==> config.mk <==
export PLATFORM = sky130hd
export DESIGN_NAME = serial_alu_slice_flat
export DESIGN_NICKNAME = d
export VERILOG_FILES = /design/src/rtl/serial_alu_slice_pkg.sv /design/src/rtl/serial_alu_slice_if.sv /design/src/rtl/serial_fa_cell.sv /design/src/rtl/serial_alu_slice.sv /design/src/flat_wrapper.sv
export SDC_FILE = /design/constraint.sdc
export NUM_CORES = 1
export LEC_CHECK = 0
export ABC_AREA = 1
export ABC_CLOCK_PERIOD_IN_PS = 3920
export CAP_MARGIN = 20
export CORE_MARGIN = 5
export CORE_UTILIZATION = 56
export DETAILED_ROUTE_END_ITERATION = 6
export GPL_ROUTABILITY_DRIVEN = 0
export PLACE_DENSITY_LB_ADDON = 0.12
export SYNTH_ARGS = -nofsm -noshare
export SYNTH_HDL_FRONTEND = slang
export SYNTH_HIERARCHICAL = 1
export SYNTH_SLANG_ARGS = --single-unit
export TNS_END_PERCENT = 100
==> constraint.sdc <==
create_clock -name clk -period 3.92 [get_ports clk]
set_clock_uncertainty 0.05 [all_clocks]
set_input_delay 0.784 -clock clk [delete_from_list [all_inputs] [get_ports clk]]
set_output_delay 0.784 -clock clk [all_outputs]
set_load 0.02 [all_outputs]
==> src/rtl/serial_alu_slice_pkg.sv <==
// Shared encodings for the bit-serial ALU slice: operation codes and FSM states.
// Latency: n/a (types and constants only).
// Backpressure: n/a.
package serial_alu_slice_pkg;

  // Operation select. Codes 5..7 all behave as PASS A.
  typedef enum logic [2:0] {
    ALU_ADD  = 3'd0,
    ALU_SUB  = 3'd1,
    ALU_AND  = 3'd2,
    ALU_OR   = 3'd3,
    ALU_XOR  = 3'd4,
    ALU_PASS = 3'd5
  } alu_op_e;

  // Control FSM states.
  typedef enum logic [1:0] {
    ST_IDLE = 2'd0,
    ST_RUN  = 2'd1,
    ST_DONE = 2'd2
  } alu_state_e;

  // True for the ops that use the full-adder path and report a carry.
  function automatic logic op_is_arith(input logic [2:0] op);
    return (op == ALU_ADD) || (op == ALU_SUB);
  endfunction

endpackage

==> src/rtl/serial_alu_slice_if.sv <==
// Request/result bundle between a requester and the bit-serial ALU slice.
// Latency: n/a (wires only).
// Backpressure: none; the requester watches busy, and a start seen while busy is dropped.
interface serial_alu_slice_if #(
  parameter int WIDTH = 32
);
  import serial_alu_slice_pkg::*;

  logic             start;
  logic [2:0]       op;
  logic [WIDTH-1:0] a;
  logic [WIDTH-1:0] b;
  logic             busy;
  logic             done;
  logic [WIDTH-1:0] y;
  logic             cout;
  logic             zero;

  modport master (
    output start, op, a, b,
    input  busy, done, y, cout, zero
  );

  modport slave (
    input  start, op, a, b,
    output busy, done, y, cout, zero
  );

endinterface

==> src/rtl/serial_fa_cell.sv <==
// One-bit full adder built only from NAND2 cells (9 gates), plus the NAND2 cell itself.
// Latency: combinational.
// Backpressure: n/a.
module nand2_cell (
  input  logic a,
  input  logic b,
  output logic y
);
  assign y = ~(a & b);
endmodule

module serial_fa_cell (
  input  logic a,
  input  logic b,
  input  logic ci,
  output logic s,
  output logic co
);
  logic n1, n2, n3, x1, n5, n6, n7;

  // First half adder: x1 = a ^ b, n1 = ~(a & b).
  nand2_cell u_g1 (.a(a),  .b(b),  .y(n1));
  nand2_cell u_g2 (.a(a),  .b(n1), .y(n2));
  nand2_cell u_g3 (.a(b),  .b(n1), .y(n3));
  nand2_cell u_g4 (.a(n2), .b(n3), .y(x1));
  // Second half adder: s = x1 ^ ci, n5 = ~(x1 & ci).
  nand2_cell u_g5 (.a(x1), .b(ci), .y(n5));
  nand2_cell u_g6 (.a(x1), .b(n5), .y(n6));
  nand2_cell u_g7 (.a(ci), .b(n5), .y(n7));
  nand2_cell u_g8 (.a(n6), .b(n7), .y(s));
  // Carry out: (a & b) | (x1 & ci).
  nand2_cell u_g9 (.a(n1), .b(n5), .y(co));

endmodule

==> src/rtl/serial_alu_slice.sv <==
// Bit-serial ALU: ADD/SUB/AND/OR/XOR/PASS on WIDTH-bit operands, one bit per clock, LSB first.
// Latency: WIDTH+1 cycles from accepted start to the done pulse; one result per WIDTH+2 cycles.
// Backpressure: busy high in RUN/DONE; start is only sampled in IDLE, otherwise dropped.
module serial_alu_slice #(
  parameter int WIDTH = 32,
  parameter int CNT_W = 6
) (
  input  logic               clk,
  input  logic               rst,
  serial_alu_slice_if.slave  bus
);
  import serial_alu_slice_pkg::*;

  alu_state_e       state;
  logic [WIDTH-1:0] sra;
  logic [WIDTH-1:0] srb;
  logic [WIDTH-1:0] res;
  logic [2:0]       op_q;
  logic [CNT_W-1:0] cnt;
  logic             carry;
  logic             zacc;

  logic             a0;
  logic             b0;
  logic             fa_s;
  logic             fa_co;
  logic             s_bit;
  logic             arith;
  logic             cnt_last;
  logic [WIDTH-1:0] res_next;
  logic             zacc_next;

  // SUB is A + ~B + 1: B is inverted here and the carry is preloaded with 1 on accept.
  assign a0        = sra[0];
  assign b0        = srb[0] ^ (op_q == ALU_SUB);
  assign arith     = op_is_arith(op_q);
  assign cnt_last  = (cnt == CNT_W'(WIDTH - 1));
  assign res_next  = {s_bit, res[WIDTH-1:1]};
  assign zacc_next = zacc & ~s_bit;

  serial_fa_cell u_fa (
    .a  (a0),
    .b  (b0),
    .ci (carry),
    .s  (fa_s),
    .co (fa_co)
  );

  // Result bit for the current position, selected by the latched op.
  always_comb begin
    s_bit = a0;
    case (op_q)
      ALU_ADD, ALU_SUB: s_bit = fa_s;
      ALU_AND:          s_bit = a0 & b0;
      ALU_OR:           s_bit = a0 | b0;
      ALU_XOR:          s_bit = a0 ^ b0;
      default:          s_bit = a0;
    endcase
  end

  // Control FSM with operand shifters, counter and registered outputs.
  always_ff @(posedge clk) begin
    if (rst) begin
      state     <= ST_IDLE;
      sra       <= '0;
      srb       <= '0;
      res       <= '0;
      op_q      <= '0;
      cnt       <= '0;
      carry     <= 1'b0;
      zacc      <= 1'b1;
      bus.busy  <= 1'b0;
      bus.done  <= 1'b0;
      bus.y     <= '0;
      bus.cout  <= 1'b0;
      bus.zero  <= 1'b1;
    end else begin
      case (state)
        ST_IDLE: begin
          bus.done <= 1'b0;
          if (bus.start) begin
            sra      <= bus.a;
            srb      <= bus.b;
            op_q     <= bus.op;
            cnt      <= '0;
            carry    <= (bus.op == ALU_SUB);
            zacc     <= 1'b1;
            bus.busy <= 1'b1;
            state    <= ST_RUN;
          end
        end
        ST_RUN: begin
          sra  <= sra >> 1;
          srb  <= srb >> 1;
          res  <= res_next;
          zacc <= zacc_next;
          cnt  <= cnt + CNT_W'(1);
          if (arith) begin
            carry <= fa_co;
          end
          // Last bit: publish the fully shifted result, including this cycle's bit.
          if (cnt_last) begin
            bus.y    <= res_next;
            bus.zero <= zacc_next;
            bus.cout <= arith ? fa_co : 1'b0;
            bus.done <= 1'b1;
            state    <= ST_DONE;
          end
        end
        ST_DONE: begin
          bus.done <= 1'b0;
          bus.busy <= 1'b0;
          state    <= ST_IDLE;
        end
        default: begin
          bus.done <= 1'b0;
          bus.busy <= 1'b0;
          state    <= ST_IDLE;
        end
      endcase
    end
  end

endmodule

==> src/flat_wrapper.sv <==
// flat-port wrapper written by rule: the top's interface ports become plain ports
module serial_alu_slice_flat import serial_alu_slice_pkg::*;
#(
  parameter int WIDTH = 32,
  parameter int CNT_W = 6
)
  (clk, rst, bus_start, bus_op, bus_a, bus_b, bus_busy, bus_done, bus_y, bus_cout, bus_zero);
  serial_alu_slice_if #(.WIDTH(WIDTH)) bus_i ();
  input  logic clk;
  input  logic rst;
  input wire logic [$bits(bus_i.start)-1:0] bus_start;
  input wire logic [$bits(bus_i.op)-1:0] bus_op;
  input wire logic [$bits(bus_i.a)-1:0] bus_a;
  input wire logic [$bits(bus_i.b)-1:0] bus_b;
  output wire logic [$bits(bus_i.busy)-1:0] bus_busy;
  output wire logic [$bits(bus_i.done)-1:0] bus_done;
  output wire logic [$bits(bus_i.y)-1:0] bus_y;
  output wire logic [$bits(bus_i.cout)-1:0] bus_cout;
  output wire logic [$bits(bus_i.zero)-1:0] bus_zero;
  assign bus_i.start = bus_start;
  assign bus_i.op = bus_op;
  assign bus_i.a = bus_a;
  assign bus_i.b = bus_b;
  assign bus_busy = bus_i.busy;
  assign bus_done = bus_i.done;
  assign bus_y = bus_i.y;
  assign bus_cout = bus_i.cout;
  assign bus_zero = bus_i.zero;
  serial_alu_slice #(.WIDTH(WIDTH), .CNT_W(CNT_W)) u_core (.clk(clk), .rst(rst), .bus(bus_i));
endmodule
Word level (Yosys, flattened, before mapping):

Index checks and enable logic that the tools add are counted.

* register bits after elaboration: 145
* bits in latches: 0
* bits in writable memories: 0
* memory bits (read-only): 0
* input port bits: 70
* output and inout bits: 36
* logic and storage cells: 77
* memories: 0

* add/sub/neg operators: 1
* $mul: 0
* div/mod/pow operators: 0
* magnitude comparators: 0
* equal/unequal tests: 10
* shift-type cells: 0
* muxes and demuxes: 17
* bitwise operators: 24
* reductions and logical operators: 12

Operators with widths (number)
* 32-bit case mux with 2 select lines: 2
* 32-bit two-way mux: 2
* 6-bit case mux with 2 select lines: 1
* 1-bit inverter: 11
* 1-bit bitwise AND: 10
* 2-bit AND reduction: 5
* 6-bit by 1-bit adder with 6-bit output (second input constant): 1
* 3-bit by 1-bit == test with 1-bit output (second input constant): 2
* 3-bit by 2-bit == test with 1-bit output (second input constant): 2
* 6-bit by 5-bit == test with 1-bit output (second input constant): 1
* 6-bit two-way mux: 1
* 1-bit case mux with 2 select lines: 3
* 1-bit two-way mux: 4
* 2-bit two-way mux: 2
* 2-bit by 1-bit inequality test with 1-bit output (second input constant): 2
* 1-bit case mux with 4 select lines: 1
* 2-bit case mux with 2 select lines: 1
* 2-bit OR reduction: 2
* 3-bit == test (second input constant): 1
* 3-bit logical NOT: 1
* 3-bit AND reduction: 1
* 2-bit by 1-bit == test with 1-bit output (second input constant): 1
* 2-bit logical NOT: 1
* 2-bit inequality test (second input constant): 1
* other kinds (4): 5

Depth between registers and ports, before layout:

Gate-level depths: netlist of the first run.

* depth after elaboration: 18
* depth in mapped cells: 15
* gate-level depth less buffers: 15

By module:

Netlist of the first run, hierarchy kept.

By module, submodules not included
* serial_alu_slice: times used 1, cells an instance 790, area each 5874.4 um^2, sequential area each 2882.8 um^2
* nand2_cell: times used 9, cells an instance 1, area each 3.8 um^2, sequential area each 0.0 um^2

Worst setup path after synthesis of the first run:

Ideal clock, no wire load.

* kind: input to register
* start point: in rst
* end point: reg u_core.res[17]
* arrival: 1.626 ns
* required time: 3.806 ns
* path slack: 2.180 ns
* cell stages on the path: 6
* buffers on the path: 3
* cells stage by stage: buf_2 inv_1 buf_2 clkbuf_1 o21ai_0 nor2_1

RTL lines
* start: declaration: line flat_wrapper.sv:10 `input logic rst;`
* end signal: assignment: line serial_alu_slice.sv:95 `res <= res_next;`
* end: declaration: line serial_alu_slice.sv:17 `logic [WIDTH-1:0] res;`

Worst setup path in the final report of the first run:

* start point: reg u_core.cnt[0]
* end point: reg u_core.bus.y[1]

* longest elaborated chain between the ends: 2

Ends and longest elaborated chain
* start: declaration: line serial_alu_slice.sv:19 `logic [CNT_W-1:0] cnt;`
* start signal: assignment: line serial_alu_slice.sv:97 `cnt <= cnt + CNT_W'(1);`
* 6-bit by 5-bit == test with 1-bit output: line serial_alu_slice.sv:37 `assign cnt_last = (cnt == CNT_W'(WIDTH - 1));`
* 2-bit AND reduction (no source line)
* end signal: assignment: line serial_alu_slice.sv:103 `bus.y <= res_next;`
* end: declaration: line serial_alu_slice_if.sv:26 `output busy, done, y, cout, zero`

Every way passes these cells.
A chain may end at the register's enable or synchronous reset.

==> results.md, run 1 <==
- Filler cells: ~850
- DR iter-0 viols: around 330
- Cell family with most CP delay: simple AND/OR/NAND/NOR gates
- Max FO, Critical Path: 34
- DP HPWL: roughly 8600 um
- Commonest non-fill, non-tap cell in the layout: nand2_1
- CTS buffer count: 17
- RSZ-0062 raised after global routing: no
- Met1 WL: between 6000 and 7000 um
- Largest net degree at the start of global routing: 76
- Mapped cell area: about 6000 um2
- Core Region: 10320 um2
- CP Capture Type: flop
- Multi-input logic area: between 2000 and 2500 um2
- Critical Path, Cell by Cell: ha_1 > nand2_1 > inv_1 > nand2_1 > nor2_1 > inv_1 > nor2_4 > inv_2 > nor2_1 > nor2_1
- Clk buf depth: 2
- Most used cell, CP: nor2_1
- Die Area: 12700 um2
- Clock sinks: between 100 and 150
- Worst flop-to-flop path endpoint: u_core/bus.y[1]$_SDFFE_PP0P_
- Hold EP: u_core/srb[31]$_SDFFE_PP0P_
- Share of layout cells above drive strength 1: 0.05163
- Syn_nets: around 870
- Resized Gates After CTS: 0
- CTS tree: done
- Worst-skew pair later-pin latency: slightly above 500 ps
- Port bufs: between 100 and 150
- Initial DRT Pass Iterations: 5
- Max-Cap Viols: 0
- Pwr per Cell Area: 462.4 nW/um2
- Type of the worst min-delay path: reg -> reg
- Unique masters post-synth: 27
- Antenna Cells: 0
- Leak pwr: 3.408 nW
- Setup TNS: 0 ps
- Met2 WL post-DR: 6507 um
- Die width: 112.7 um
- Met3 wirelength from detailed routing: between 800 and 900 um
- Routed via count: between 5k and 6k
- First-pass GRT wire length: between 20000 and 25000 um
- Wirelength, routed: 13630 um
- Initial Util: 0.5723
- Yosys reg bits: 144
- Top routing layer used: met4
- Die H: 112.7 um
- Hold depth: 2
- Area Overhead vs Synth: 26.28%
- Most frequent cells in the layout: 171 x nand2_1, 144 x dfxtp_1, 137 x nor2_1
- Global route overflow: 0
- Post-synthesis average cell area: 7.394 um2
- CP peak stage delay: between 500 and 600 ps
- Yosys warnings: 6
- Reg-to-reg startpoint: u_core/cnt[0]$_SDFFE_PP0P_
- Setup crit start kind: flop
- Actual slew at the worst max-slew pin: between 700 and 800 ps
- Final Hold Vio Count: 0
- Reg2reg setup slack: 1340 ps
- DRC: 0
- Hold buffers post-CTS: 0
- GRT Util Overall: 0.2165
- Top-level port count: 106
- Crit path buf inv count: 3
- Via density: 5.136
- Sequential element share of the synthesized area: 0.4879
- Register area: about 2900 um2
- Post-Syn Instances: around 800
- Per-cell routed wire length: roughly 13 um
- CP Class: reg -> reg
- Outcome: finished, final reports clean
- Net count reported at finish: approximately 950
- Final core utilization: 0.7227
- # Post-CTS Setup Buffers: 0
- Worst-path clk slew: roughly 60 ps
- Worst EP required: 4270 ps
- Worst vdd ir: around 0.00027 V
- Post-route minimum period: about 2600 ps
- Slew HR: 0.4714
- H-tree Lvls: 4
- # setup viols final: 0
- Crit path max-delay cell type: nor2_4
- Root buffer cell: clkbuf_8
- Arr. time, crit path: between 2000 and 3000 ps
- Vias in the first global route: between 4k and 5k
- Worst R2R Path Depth: 10
- Slew Viols, Final: 0
- Max Fclk: slightly below 0.4 GHz
- Post-route antenna net violation count: 0
- Initial antenna violation count: 0
- Final Cycle Share: 0.6587
- Hold Startpoint: u_core/srb[31]$_SDFFE_PP0P_
- FP Rows: 37
-- through the flow --
stage          area (um2)  power, mW  setup WS [ps]  std cells  hold WS, ps
2_1_floorplan        5908      1.819           2180        799        390.1
6_report             7461      3.450           1338       1027        415.4
3_3_place_gp         6888      1.922           1222        997        398.3
4_1_cts              7461      3.477           1311       1027        413.7
3_5_place_dp         6888      1.935           1171        997        404.4
5_1_grt              7461      3.607           1043       1027        435.8
-- final cells by class --
type / count / area share
Clock buffer: 19 / 0.05920
Clock inverter: 11 / 0.01761
Inverter: 119 / 0.06037
Multi-Input combinational cell: 487 / 0.3067
Sequential cell: 144 / 0.3864
Tap cell: 136 / 0.02281
Timing Repair Buffer: 111 / 0.1469
-- cells by family (layout without fill, tap and decap cells) --
family	after synthesis	count (layout)	synth area share
and+or+nand+nor	321	321	0.2088
buffers and inverters	168	260	0.1264
AOI/OAI and AO/OA	164	164	0.1726
adders and majority gates	2	2	0.004235
DFF	144	144	0.4879
-- flip-flops by register name, indices dropped and copies added (netlist names), 2 cells and up --
register / cells
u_core/bus.y: 32
u_core/cnt: 6
u_core/op_q: 3
u_core/res: 31
u_core/sra: 32
u_core/srb: 32
u_core/state: 2
-- metal layers --
layer  up-vias  GRT usage
met4         0    0.08494
met1      2390     0.2739
met5         -          0
met2       164     0.3499
li1       2692          -
met3        29    0.06203
-- Yosys cell counts, drive strengths merged --
| cell type | instances | area, um2 |
|---|---|---|
| a21oi | 24 | 120.1 |
| a22oi | 7 | 52.55 |
| a31oi | 1 | 6.260 |
| buf | 33 | 237.7 |
| clkbuf | 16 | 60.06 |
| dfxtp | 144 | 2883 |
| ha | 2 | 25.02 |
| inv | 119 | 449.2 |
| nand2 | 172 | 648.1 |
| nand3 | 7 | 35.03 |
| nand3b | 1 | 7.510 |
| nor2 | 140 | 538.0 |
| nor3 | 1 | 5.000 |
| o211ai | 16 | 120.1 |
| o21a | 1 | 7.510 |
| o21ai | 78 | 390.4 |
| o221ai | 36 | 315.3 |
| o31ai | 1 | 7.510 |
-- where the power goes --
group	internal [mW]	leakage [nW]	switching, mW	total [mW]
logic	0.146	1.96	0.191	0.337
clock network	0.938	0.273	0.604	1.54
registers	1.53	1.18	0.0362	1.57
total	2.62	3.41	0.831	3.45
-- worst reg2reg max path, delay by kind of cell (launching register included) --
family	cells	cell delay (ps)
simple gates	6	1170
buf+inv	3	680
fa+ha+maj	1	190
flops	1	380
-- worst max-delay path by stage --
stage	from	end	depth (start not counted)
floorplan	rst	u_core/res[17]$_SDFFE_PP0P_	6
global placement	bus_start	u_core/srb[19]$_SDFFE_PP0P_	8
detailed placement	bus_start	u_core/sra[22]$_SDFFE_PP0P_	8
CTS	u_core/cnt[0]$_SDFFE_PP0P_	u_core/bus.y[28]$_SDFFE_PP0P_	10
global route	u_core/cnt[0]$_SDFFE_PP0P_	u_core/bus.zero$_SDFFE_PP1P_	10
finish	u_core/cnt[0]$_SDFFE_PP0P_	u_core/bus.y[1]$_SDFFE_PP0P_	10
No activity file was read; power rests on OpenSTA's default activity.
==> run 2: changes to the inputs <==
- ABC_CLOCK_PERIOD_IN_PS: 3920 -> 2510
- CORE_UTILIZATION: 56 -> 52
- clock period: 3.92 -> 2.51 ns (I/O delays scaled with it)
==> results.md, run 2 (same netlist as run 1, synthesis figures left out) <==
- Outcome: finished, final reports clean
- Clock sinks: roughly 140
- Initial antenna violation count: 0
- Worst vdd ir: slightly below 0.0006 V
- Final Hold Vio Count: 0
- Filler cells: 977
- Slew Viols, Final: 0
- Share of layout cells above drive strength 1: 0.06007
- Actual slew at the worst max-slew pin: 550.5 ps
- Max Fclk: between 0.5 and 0.6 GHz
- Top-level port count: approximately 110
- Max-Cap Viols: 0
- Type of the worst min-delay path: reg -> reg
- Worst-skew pair later-pin latency: a little over 400 ps
- DP HPWL: just over 9000 um
- # Post-CTS Setup Buffers: 0
- Initial DRT Pass Iterations: 5
- Arr. time, crit path: 2210 ps
- Via density: approximately 5.1
- Reg2reg setup slack: 550 ps
- Die H: between 100 and 150 um
- CP Capture Type: flop
- Final Cycle Share: 0.7810
- First-pass GRT wire length: 23230 um
- Pwr per Cell Area: roughly 740 nW/um2
- Die width: approximately 120 um
- Regs by FF count: u_core/bus.y: 32 flops, u_core/sra: 32 flops, u_core/srb: 32 flops
- # setup viols final: 0
- FP Rows: 39
- Commonest non-fill, non-tap cell in the layout: nand2_1
- Leak pwr: between 3 and 4 nW
- Die Area: 13590 um2
- Most frequent cells in the layout: 171 x nand2_1, 144 x dfxtp_1, 137 x nor2_1
- Post-route antenna net violation count: 0
- DR iter-0 viols: around 320
- Post-route minimum period: approximately 2000 ps
- Critical Path, Cell by Cell: ha_1 > nand2_1 > inv_1 > nand2_1 > nor2_1 > inv_1 > nor2_4 > inv_2 > a21oi_1 > nand2_1
- Initial Util: 0.5241
- Core Region: 11270 um2
- Crit path buf inv count: 3
- Most used cell, CP: nand2_1
- Slew HR: 0.6325
- Setup TNS: 0 ps
- DRC: 0
- Vias in the first global route: 5119
- Final core utilization: 0.6717
- Per-cell routed wire length: 13.60 um
- Port bufs: 105
- Max FO, Critical Path: 33
- Clk buf depth: 2
- Antenna Cells: 0
- RSZ-0062 raised after global routing: no
- Largest net degree at the start of global routing: between 40 and 50
- Cell family with most CP delay: simple AND/OR/NAND/NOR gates
- Crit path max-delay cell type: dfxtp_1
- Root buffer cell: clkbuf_16
- Setup crit start kind: flop
- CP Class: reg -> reg
- Wirelength, routed: about 14000 um
- Resized Gates After CTS: 0
- Area Overhead vs Synth: 28.14%
- CTS buffer count: 17
- Net count reported at finish: ~960
- Worst EP required: ~2800 ps
- Worst-path clk slew: approximately 60 ps
- GRT Util Overall: 0.2134
- Global route overflow: 0
- CP peak stage delay: approximately 370 ps
- Hold buffers post-CTS: 0
- H-tree Lvls: 4
- CTS tree: done
- Routed via count: approximately 5.3k
run 2: cell types whose count changed in the layout (fill, tap and decap cells not counted), sizes merged:
cell      delta
bufinv       +2
buf          +6
clkinv       +4
clkinvlp     -2
clkbuf       +1
inv          -3
run 2: stage by stage:
| stage | cells | hold slack (ps) | cell area [um2] | total power [mW] | setup slack [ps] |
|---|---|---|---|---|---|
| floorplan | 799 | 390.1 | 5908 | 2.841 | 927.4 |
| global placement | 1010 | 396.6 | 6942 | 3.012 | 437.0 |
| detailed placement | 1010 | 405.1 | 6942 | 3.031 | 390.9 |
| CTS | 1042 | 414.5 | 7571 | 5.681 | 515.9 |
| global route | 1042 | 430.2 | 7571 | 5.869 | 292.2 |
| finish | 1042 | 414.6 | 7571 | 5.636 | 549.8 |
run 2: final timing paths:
| check | start | endpoint | cells past startpoint |
|---|---|---|---|
| min reg2reg | u_core/sra[25]$_SDFFE_PP0P_ | u_core/sra[25]$_SDFFE_PP0P_ | 2 |
| min | u_core/sra[25]$_SDFFE_PP0P_ | u_core/sra[25]$_SDFFE_PP0P_ | 2 |
| max | u_core/cnt[0]$_SDFFE_PP0P_ | u_core/bus.zero$_SDFFE_PP1P_ | 10 |
| max reg2reg | u_core/cnt[0]$_SDFFE_PP0P_ | u_core/bus.zero$_SDFFE_PP1P_ | 10 |
run 2: worst reg2reg max path, delay by kind of cell (launching register included):
| kind | cells | cell delay, ps |
|---|---|---|
| AND/OR/NAND/NOR | 5 | 550 |
| adder cells (fa/ha/maj) | 1 | 190 |
| AO/OA/AOI/OAI | 1 | 220 |
| buffers and inverters | 3 | 460 |
| flip-flops | 1 | 370 |
run 2: layout make-up:
| class | count | area (um2) | share of cell area |
|---|---|---|---|
| Timing Repair Buffer | 117 | 1141 | 0.1507 |
| Inverter | 119 | 450.4 | 0.05949 |
| Sequential cell | 144 | 2883 | 0.3808 |
| Clock inverter | 12 | 162.7 | 0.02148 |
| Clock buffer | 20 | 466.7 | 0.06164 |
| Multi-Input combinational cell | 487 | 2288 | 0.3023 |
| Tap cell | 143 | 178.9 | 0.02363 |
run 2: report_power, final:
group	switching [mW]	internal, mW
Sequential	0.0576	2.40
Clock	0.914	1.73
Combinational	0.303	0.234
run 2: per-layer routing:
layer / wire (um) / global-route usage / part of all wire / up-vias
li1: - / - / - / 2703
met1: 6069 / 0.2498 / 0.43 / 2472
met2: 6933 / 0.3699 / 0.49 / 129
met3: 896 / 0.06010 / 0.063 / 20
met4: 274 / 0.08410 / 0.019 / 0
met5: 0 / 0 / 0 / -
==> run 3: changes to the inputs <==
- ABC_CLOCK_PERIOD_IN_PS: 2510 -> 2000
- clock period: 2.51 -> 2 ns (I/O delays scaled with it)
==> results.md, run 3 (same netlist as run 1, synthesis figures left out) <==
- Via density: 5.048
- Initial antenna violation count: 0
- Initial DRT Pass Iterations: 4
- Routed via count: between 5k and 6k
- Placed instance count: a little over 1k
- Cell family with most CP delay: buffers and inverters
- CTS buffer count: 17
- Per-cell routed wire length: about 14 um
- # Post-CTS Setup Buffers: 0
- DR iter-0 viols: around 310
- Core Region: around 11000 um2
- Outcome: finished, final reports clean
- First-pass GRT wire length: roughly 23000 um
- Wirelength, routed: around 14000 um
- Largest net degree at the start of global routing: between 50 and 60
- Slew Viols, Final: 0
- Pwr per Cell Area: ~900 nW/um2
- Max FO, Critical Path: 2
- Port bufs: approximately 110
- Setup crit start kind: flop
- Crit path max-delay cell type: clkdlybuf4s50_1
- Actual slew at the worst max-slew pin: between 300 and 400 ps
- Root buffer cell: clkbuf_16
- Worst R2R Path Depth: 13
- Hold buffers post-CTS: 0
- Setup TNS: 0 ps
- Worst-path clk slew: about 50 ps
- Post-route minimum period: 1851 ps
- Reg power frac: 0.450
- Post-Layout Cell Count: roughly 1.0k
- Filler cells: 971
- Final Hold Vio Count: 0
- Post-route antenna net violation count: 0
- Initial Util: 0.5241
- CP peak stage delay: between 600 and 700 ps
- Global route overflow: 0
- Commonest non-fill, non-tap cell in the layout: nand2_1
- CP Capture Type: output port
- Top-level port count: 106
- Regs by FF count: u_core/bus.y: 32 flops, u_core/sra: 32 flops, u_core/srb: 32 flops
- Slew HR: 0.7697
- Die H: between 100 and 150 um
- Sw frac: 0.2287
- Placed Area: roughly 7100 um2
- Resized Gates After CTS: 0
- Final core utilization: 0.6778
- Combinational share of power: 0.102
- GRT Util Overall: 0.2150
- DRC: 0
- Switching pwr: between 1.5 and 2 mW
- P_int: ~5.3 mW
- Crit path buf inv count: 1
- RSZ-0062 raised after global routing: no
- Worst EP required: around 1600 ps
- Share of layout cells above drive strength 1: 0.05987
- CTS tree: done
- Antenna Cells: 0
- Fin area: 7640 um2
- FP Rows: 39
- CP Class: reg -> out
- Max Fclk: 0.5403 GHz
- # setup viols final: 0
- Max-Cap Viols: 0
- Die Area: 13590 um2
- Vias in the first global route: roughly 5.2k
- H-tree Lvls: 4
- DP HPWL: approximately 9300 um
- Hold depth: 1
- Most frequent cells in the layout: 171 x nand2_1, 144 x dfxtp_1, 136 x nor2_1
- Final Cycle Share: 0.9255
- Leak pwr: approximately 3.5 nW
- Net count reported at finish: approximately 960
- Area Overhead vs Synth: 29.31%
- Worst vdd ir: 0.0007087 V
- Clk pwr share: 0.447
- Die width: ~120 um
- Worst-skew pair later-pin latency: 410 ps
- Min Hold Slack: about 410 ps
- Levels on crit path: 1
- Critical Path, Cell by Cell: clkdlybuf4s50_1
- Clk buf depth: 2
- Arr. time, crit path: between 1000 and 1500 ps
- Clock sinks: 144
- Type of the worst min-delay path: reg -> reg
## run 3: cell count changes in the layout (fill, tap and decap cells not counted), moves of 2 or more
| cell | previous run | this run |
|---|---|---|
| buf_4 | 12 | 9 |
| buf_12 | 0 | 7 |
| clkinv_2 | 8 | 5 |
| clkbuf_1 | 0 | 4 |
| bufinv_16 | 4 | 2 |
## run 3: path summary, 6_finish.rpt
path	slack, ps	end	from
min reg2reg	410	u_core/cnt[4]$_SDFFE_PP0P_	u_core/cnt[4]$_SDFFE_PP0P_
max reg2reg	190	u_core/bus.y[31]$_SDFFE_PP0P_	u_core/op_q[2]$_SDFFE_PP0P_
max	150	bus_busy	u_core/bus.busy$_SDFFE_PP0P_
min	410	u_core/cnt[4]$_SDFFE_PP0P_	u_core/cnt[4]$_SDFFE_PP0P_
## run 3: worst register-to-register path: cells and delay by family (launching register included)
family,cells,cell delay [ps]
simple gates,10,830
flops,1,350
buf+inv,1,40
compound gates,1,190
fa+ha+maj,1,270
## run 3: metrics by stage
stage	setup slack [ps]	power [mW]
detailed placement	137.9	3.838
global route	6.844	7.136
floorplan	417.4	3.565
finish	149.1	6.845
global placement	188.0	3.810
CTS	112.8	6.896
## run 3: metal layers
layer  up-vias  part of all wire  track usage  wire length [um]
met5         -                 0            0                 0
met4         0             0.023      0.09404               330
met3        28             0.056      0.05648               793
met2       116              0.48       0.3658              6858
met1      2426              0.44       0.2560              6185
li1       2705                 -            -                 -
## run 3: power by group through the flow
stage	registers (mW)	logic, mW	clock network [mW]
after floorplan	3.12	0.442	0
after global placement	3.14	0.674	0
after detailed placement	3.14	0.698	0
after CTS	3.08	0.703	3.11
after global routing	3.10	0.789	3.25
final	3.08	0.700	3.06
## run 3: area by class of cell
| cell class | instances | area (um2) | share of cell area |
|---|---|---|---|
| multi-input combinational | 487 | 2291 | 0.2999 |
| clock inverter | 6 | 80.08 | 0.01048 |
| sequential | 144 | 2883 | 0.3773 |
| tap | 143 | 178.9 | 0.02342 |
| inverter | 119 | 452.9 | 0.05929 |
| clock buffer | 25 | 495.5 | 0.06485 |
| timing repair buffer | 121 | 1259 | 0.1648 |
==> variant 1: new RTL, flow settings as in run 2 <==
Reset style: asynchronous (`rst`), changed in one clocked block.
--- a/src/rtl/serial_alu_slice.sv
+++ b/src/rtl/serial_alu_slice.sv
@@ -59,7 +59,7 @@
   end
 
   // Control FSM with operand shifters, counter and registered outputs.
-  always_ff @(posedge clk) begin
+  always_ff @(posedge clk or posedge rst) begin
     if (rst) begin
       state     <= ST_IDLE;
       sra       <= '0;
Check against the original RTL: differs if rst is asserted again (counterexample within 4 cycles, from zero or initial values and one cycle with rst high); with rst held inactive, the same outputs for 10 cycles.
==> variant 1 against run 2 <==
Die area decreased by 0.15%. Count of clock-buffer cells in the layout increased by 2. Sequential cell count unchanged. Design area increased by 1.3%. Critical path type is now reg2out. Register-to-register slack got worse by 100 ps. Setup slack got worse by 130 ps. Synthesized area decreased by 0.17%. Global-route usage decreased by 0.85 points. Routed wire length decreased by 7.5%. Largest cell class unchanged. Highest routed layer unchanged.
Power is not compared: it rests on default switching activity, and its combinational part moved more than twofold at a synthesized area within 25%.
==> variant 1: results (changes against run 2) <==
clock_tree:
  htree_levels: 4  # unchanged
  cts_resized: 0  # unchanged
  cts_inserted_buffers: 17  # unchanged
  clockRootBuffer: "clkbuf_16"  # unchanged
  insertion_delay_ps: 400
  cts.path.max_buffers: 2  # unchanged
  postCtsSetupBuffers: 0  # unchanged
  clk_pin_slew_ps: 60  # about the same
final_layout:
  insertedDiodeCount: 0  # unchanged
  reg_top3: "u_core/bus.y: 32 flops, u_core/sra: 32 flops, u_core/srb: 32 flops"  # unchanged
  nNetsFinal: 820  # was 958
  drive_gt1_share_pct: 7.37  # was 6.01%
placed_design:
  dpl.hpwl_um: 8510  # was 9050 um
  dp_slack_ps: 486  # was 391 ps
  dp_cells: 869  # was 1,010
  io_buffers: 105  # unchanged
status:
  status: "finished, final reports clean"  # unchanged
synthesis:
  yosys-top-cells-count: "nand2_1, dfrtp_1, nor2_1"  # was nand2_1, dfxtp_1, nor2_1
  synthTopCellsByArea: "dfrtp_1, nand2_1, o22ai_1"  # was dfxtp_1, nand2_1, nor2_1
  yosysWarnings: 6  # unchanged
  synthCells: 653  # was 799
  synth_nets: 725  # was 871
  ys_types: 26  # was 27
  async_reset_ff_share_pct: 100  # was 0%
  ys_seq_area_share_pct: 61.1  # was 48.8%
  synth_top_area_share_pct: 60.2  # was 48.8%
route:
  first_pass_iters: 4  # was 5
  viasPerCell: 5.23  # was 5.11
  vias: 4708  # was 5,324
  drtIter0Drc: 365  # was 323
  wl_per_cell_um: 14.6  # was 13.6 um
grt:
  grt_first_pass_wirelength_um: 22200  # was 23,200 um
  grt_pass1_vias: 4807  # was 5,119
  grtUsageTotal_pct: 20.5  # was 21.3%
  grt_max_degree: 105  # was 46
  antenna_found_initial: 0  # unchanged
setup_path:
  critPathMaxStageDelay_ps: 600  # was 370 ps
  slowest_stage: "clkdlybuf4s50_1"  # was dfxtp_1
  cpLargestDelayFamily: "buffers and inverters"  # was simple AND/OR/NAND/NOR gates
  crit_arrival_ps: 1540  # was 2210 ps
  worst-path-max-fanout: 2  # was 33
power:
  p_leak_nw: 3.56
  peakVddDrop_v: 0.000464
timing:
  max-slew-margin-rel_pct: 59.2  # was 63.2%
  post-route-period-util_pct: 83.3  # was 78.1%
min_path:
  hold_class: "reg2reg"  # unchanged
==> variant 1: cell count changes after synthesis, moves of 16 or more <==
cell and change:
inv_1 -102, o22ai_1 +62, o21ai_0 -56, o221ai_1 -36
nand2_1 +47, nor3_1 +63, nor2_1 -66, dfxtp_1 -144
dfrtp_1 +142, o211ai_1 -16, a21oi_1 -19
==> variant 1: path summary, 6_finish.rpt <==
| check | start | endpoint | slack, ps | cells after the start |
|---|---|---|---|---|
| min in group asynchronous | rst | u_core/res[22] | 550 | 3 |
| worst max-delay path | u_core/bus.zero | bus_zero | 420 | 1 |
| max in group asynchronous | rst | u_core/srb[6] | 1430 | 3 |
| worst max register to register | u_core/op_q[2] | u_core/res[31] | 450 | 13 |
| worst min register to register | u_core/bus.y[19] | u_core/bus.y[19] | 420 | 2 |
| worst min-delay path | u_core/bus.y[19] | u_core/bus.y[19] | 420 | 2 |
==> variant 1: cell families after synthesis <==
group           count (synthesis)  synth area share [%]
compound gates                 85                  8.74
fa+ha+maj                       2                 0.424
buf+inv                        57                  4.52
flops                         144                  61.1
simple gates                  365                  25.2
==> variant 1: cell type report <==
type	count	area, sq um
fillers	834	3310
well taps	140	175
inverters	16	63.8
clock buffers	22	484
repair buffers	117	1150
clock inverters	9	154
multi-input cells	452	2040
flip-flops and latches	144	3610
==> variant 1: where the power goes <==
group / total (mW) / internal [mW] / switching [mW]
clock network: 2.69 / 1.77 / 0.928
logic: 1.32 / 0.583 / 0.735
registers: 3.17 / 2.83 / 0.341
total: 7.19 / 5.18 / 2.00
==> variant 1: metrics by stage <==
stage	cell area (sq um)	total power, mW
after floorplan	5900	4.09
after global placement	7030	4.40
after detailed placement	7030	4.51
after CTS	7670	7.22
after global routing	7670	7.56
final	7670	7.19
==> variant 1: per-layer routing <==
layer / share of wire (%) / vias to the layer above / GRT usage (%)
met1: 45 / 2241 / 27.2
met5: 0 / - / 0
li1: - / 2356 / -
met2: 49 / 102 / 34.1
met4: 0.88 / 0 / 6.03
met3: 4.5 / 9 / 4.46
==> variant 2: new RTL, config.mk and constraints of run 2 <==
Made on the original files. `CNT_W` is set to 6 in 2 places; all go to 12.
--- a/src/rtl/serial_alu_slice.sv
+++ b/src/rtl/serial_alu_slice.sv
@@ -3,7 +3,7 @@
 // Backpressure: busy high in RUN/DONE; start is only sampled in IDLE, otherwise dropped.
 module serial_alu_slice #(
   parameter int WIDTH = 32,
-  parameter int CNT_W = 6
+  parameter int CNT_W = 12
 ) (
   input  logic               clk,
   input  logic               rst,
--- a/src/flat_wrapper.sv
+++ b/src/flat_wrapper.sv
@@ -2,7 +2,7 @@
 module serial_alu_slice_flat import serial_alu_slice_pkg::*;
 #(
   parameter int WIDTH = 32,
-  parameter int CNT_W = 6
+  parameter int CNT_W = 12
 )
   (clk, rst, bus_start, bus_op, bus_a, bus_b, bus_busy, bus_done, bus_y, bus_cout, bus_zero);
   serial_alu_slice_if #(.WIDTH(WIDTH)) bus_i ();
Check against the original RTL: no difference found for any inputs over 10 cycles, from zero or initial values and one cycle with rst high; that may be too few to reach the edited logic, so the function may still have changed.
==> variant 2 against run 2 <==
Design area increased by 9.6%. Largest cell class unchanged. Synthesized area increased by 8.6%. Power increased by 7.8%. Routed wire length decreased by 0.95%. Via count increased by 7.5%. Sequential cell count increased by 6. Critical endpoint is now u_core/bus.y[0]. Setup slack got worse by 140 ps. Maximum frequency decreased by 6.7%. Global-route usage decreased by 1.7 points. Die area increased by 7.8%. Cell count increased by 13%.
==> variant 2: results (changes against run 2) <==
status:
  status: "finished, final reports clean"  # unchanged
final_layout:
  multi_input_area_sq_um: 2590  # was 2290 sq um
  multi_input_area_share_pct: 31.3  # was 30.2%
  seq_share_pct: 36.2  # was 38.1%
  final_cells: 1182  # was 1,042
  drive_gt1_share_pct: 5.62  # was 6.01%
  nNetsFinal: 1073  # was 958
  buf_share_pct: 14.4  # was 15.1%
  clkCellAreaFrac_pct: 8.57  # was 8.31%
  multi_input_gates: 560  # was 487
  clock_buffer_count: 25  # was 20
  inverters_excl_clock: 154  # was 119
  fill_cells: 1042  # was 977
  n_all_buffers: 118  # was 117
  seq_cell_count: 150  # was 144
synthesis:
  synth-xor-area-share_pct: 0.137  # was 0%
  ys_seq_area_share_pct: 46.8  # was 48.8%
  synthTopCellsByArea: "dfxtp_1, nand2_1, inv_1"  # was dfxtp_1, nand2_1, nor2_1
  synth_nets: 985  # was 871
  synth_compound_area_share_pct: 14.2  # was 17.3%
  yosys-top-cells-count: "nand2_1, dfxtp_1, inv_1"  # was nand2_1, dfxtp_1, nor2_1
  synthAdderAreaFrac_pct: 0.390  # was 0.424%
  ys_types: 33  # was 27
  synth.avg_cell_area_sq_um: 7.02  # was 7.39 sq um
  synthCells: 913  # was 799
  async_reset_ff_share_pct: 0  # unchanged
placed_design:
  dpl.hpwl_um: 9120  # was 9050 um
  place_area_sq_um: 7580  # was 6940 sq um
  dp_slack_ps: 319  # was 391 ps
grt:
  grt_pass1_vias: 5339  # was 5,119
  grt_first_pass_wirelength_um: 23900  # was 23,200 um
  grtUsageMet2_pct: 33.3  # was 37.0%
  grt_max_degree: 64  # was 46
  use_met3_pct: 4.01  # was 6.01%
  grt_use_met1_pct: 24.6  # was 25.0%
  grtUsageTotal_pct: 19.6  # was 21.3%
power:
  peakVddDrop_v: 0.000467  # was 0.000589 V
  p_per_area_nw_per_um2: 732  # was 744 nW/um^2
  pg_clk_mw: 2.98  # was 2.64 mW
  powerSeq_mw: 2.55  # was 2.46 mW
  p_leak_nw: 3.93  # was 3.48 nW
  intPower_mw: 4.79  # was 4.36 mW
setup_path:
  worst-path-max-fanout: 63  # was 33
  r2r_cells: 8  # was 10
  reg2reg_to: "u_core/bus.y[0]"  # was u_core/bus.zero
  crit_arrival_ps: 2350  # was 2210 ps
timing:
  fin_ws_ps: 409  # was 550 ps
  tightest_slew_ps: 697  # was 551 ps
  fin_hold_ws_ps: 402  # was 415 ps
route:
  wl_per_cell_um: 11.9  # was 13.6 um
  drtIter0Drc: 427  # was 323
  route.met3.wl_um: 594  # was 896 um
  first_pass_iters: 4  # was 5
  viasPerCell: 4.84  # was 5.11
  wl_met2_um: 6910  # was 6930 um
  wl_met1_um: 6310  # was 6070 um
min_path:
  hp-start: "u_core/bus.done"  # was u_core/sra[25]
  hold_end: "u_core/bus.done"  # was u_core/sra[25]
==> variant 2: changes by cell type in the layout (fill, tap and decap cells not counted), sizes merged, moves of 4 or more <==
cell | run 2 | this run
a21oi | 24 | 31
clkbuf | 20 | 25
clkinv | 8 | 2
dfxtp | 144 | 150
inv | 118 | 153
nand2 | 172 | 244
nand3 | 7 | 13
nand4 | 0 | 4
nor2 | 140 | 149
o21ai | 78 | 48
==> variant 2: worst max-delay path, cell delays in order, from the launching register on <==
cell,delay (ps)
dfxtp_1,390
ha_1,190
nand2_1,90
nor2_2,130
nand2_1,130
inv_2,110
nand3_4,500
nor2_1,280
nor2_1,70
==> variant 2: cell families after synthesis <==
family	after synthesis
AND/OR/NAND/NOR	415
buffers and inverters	203
flip-flops	150
AO/OA/AOI/OAI	142
adder cells (fa/ha/maj)	2
XOR/XNOR	1
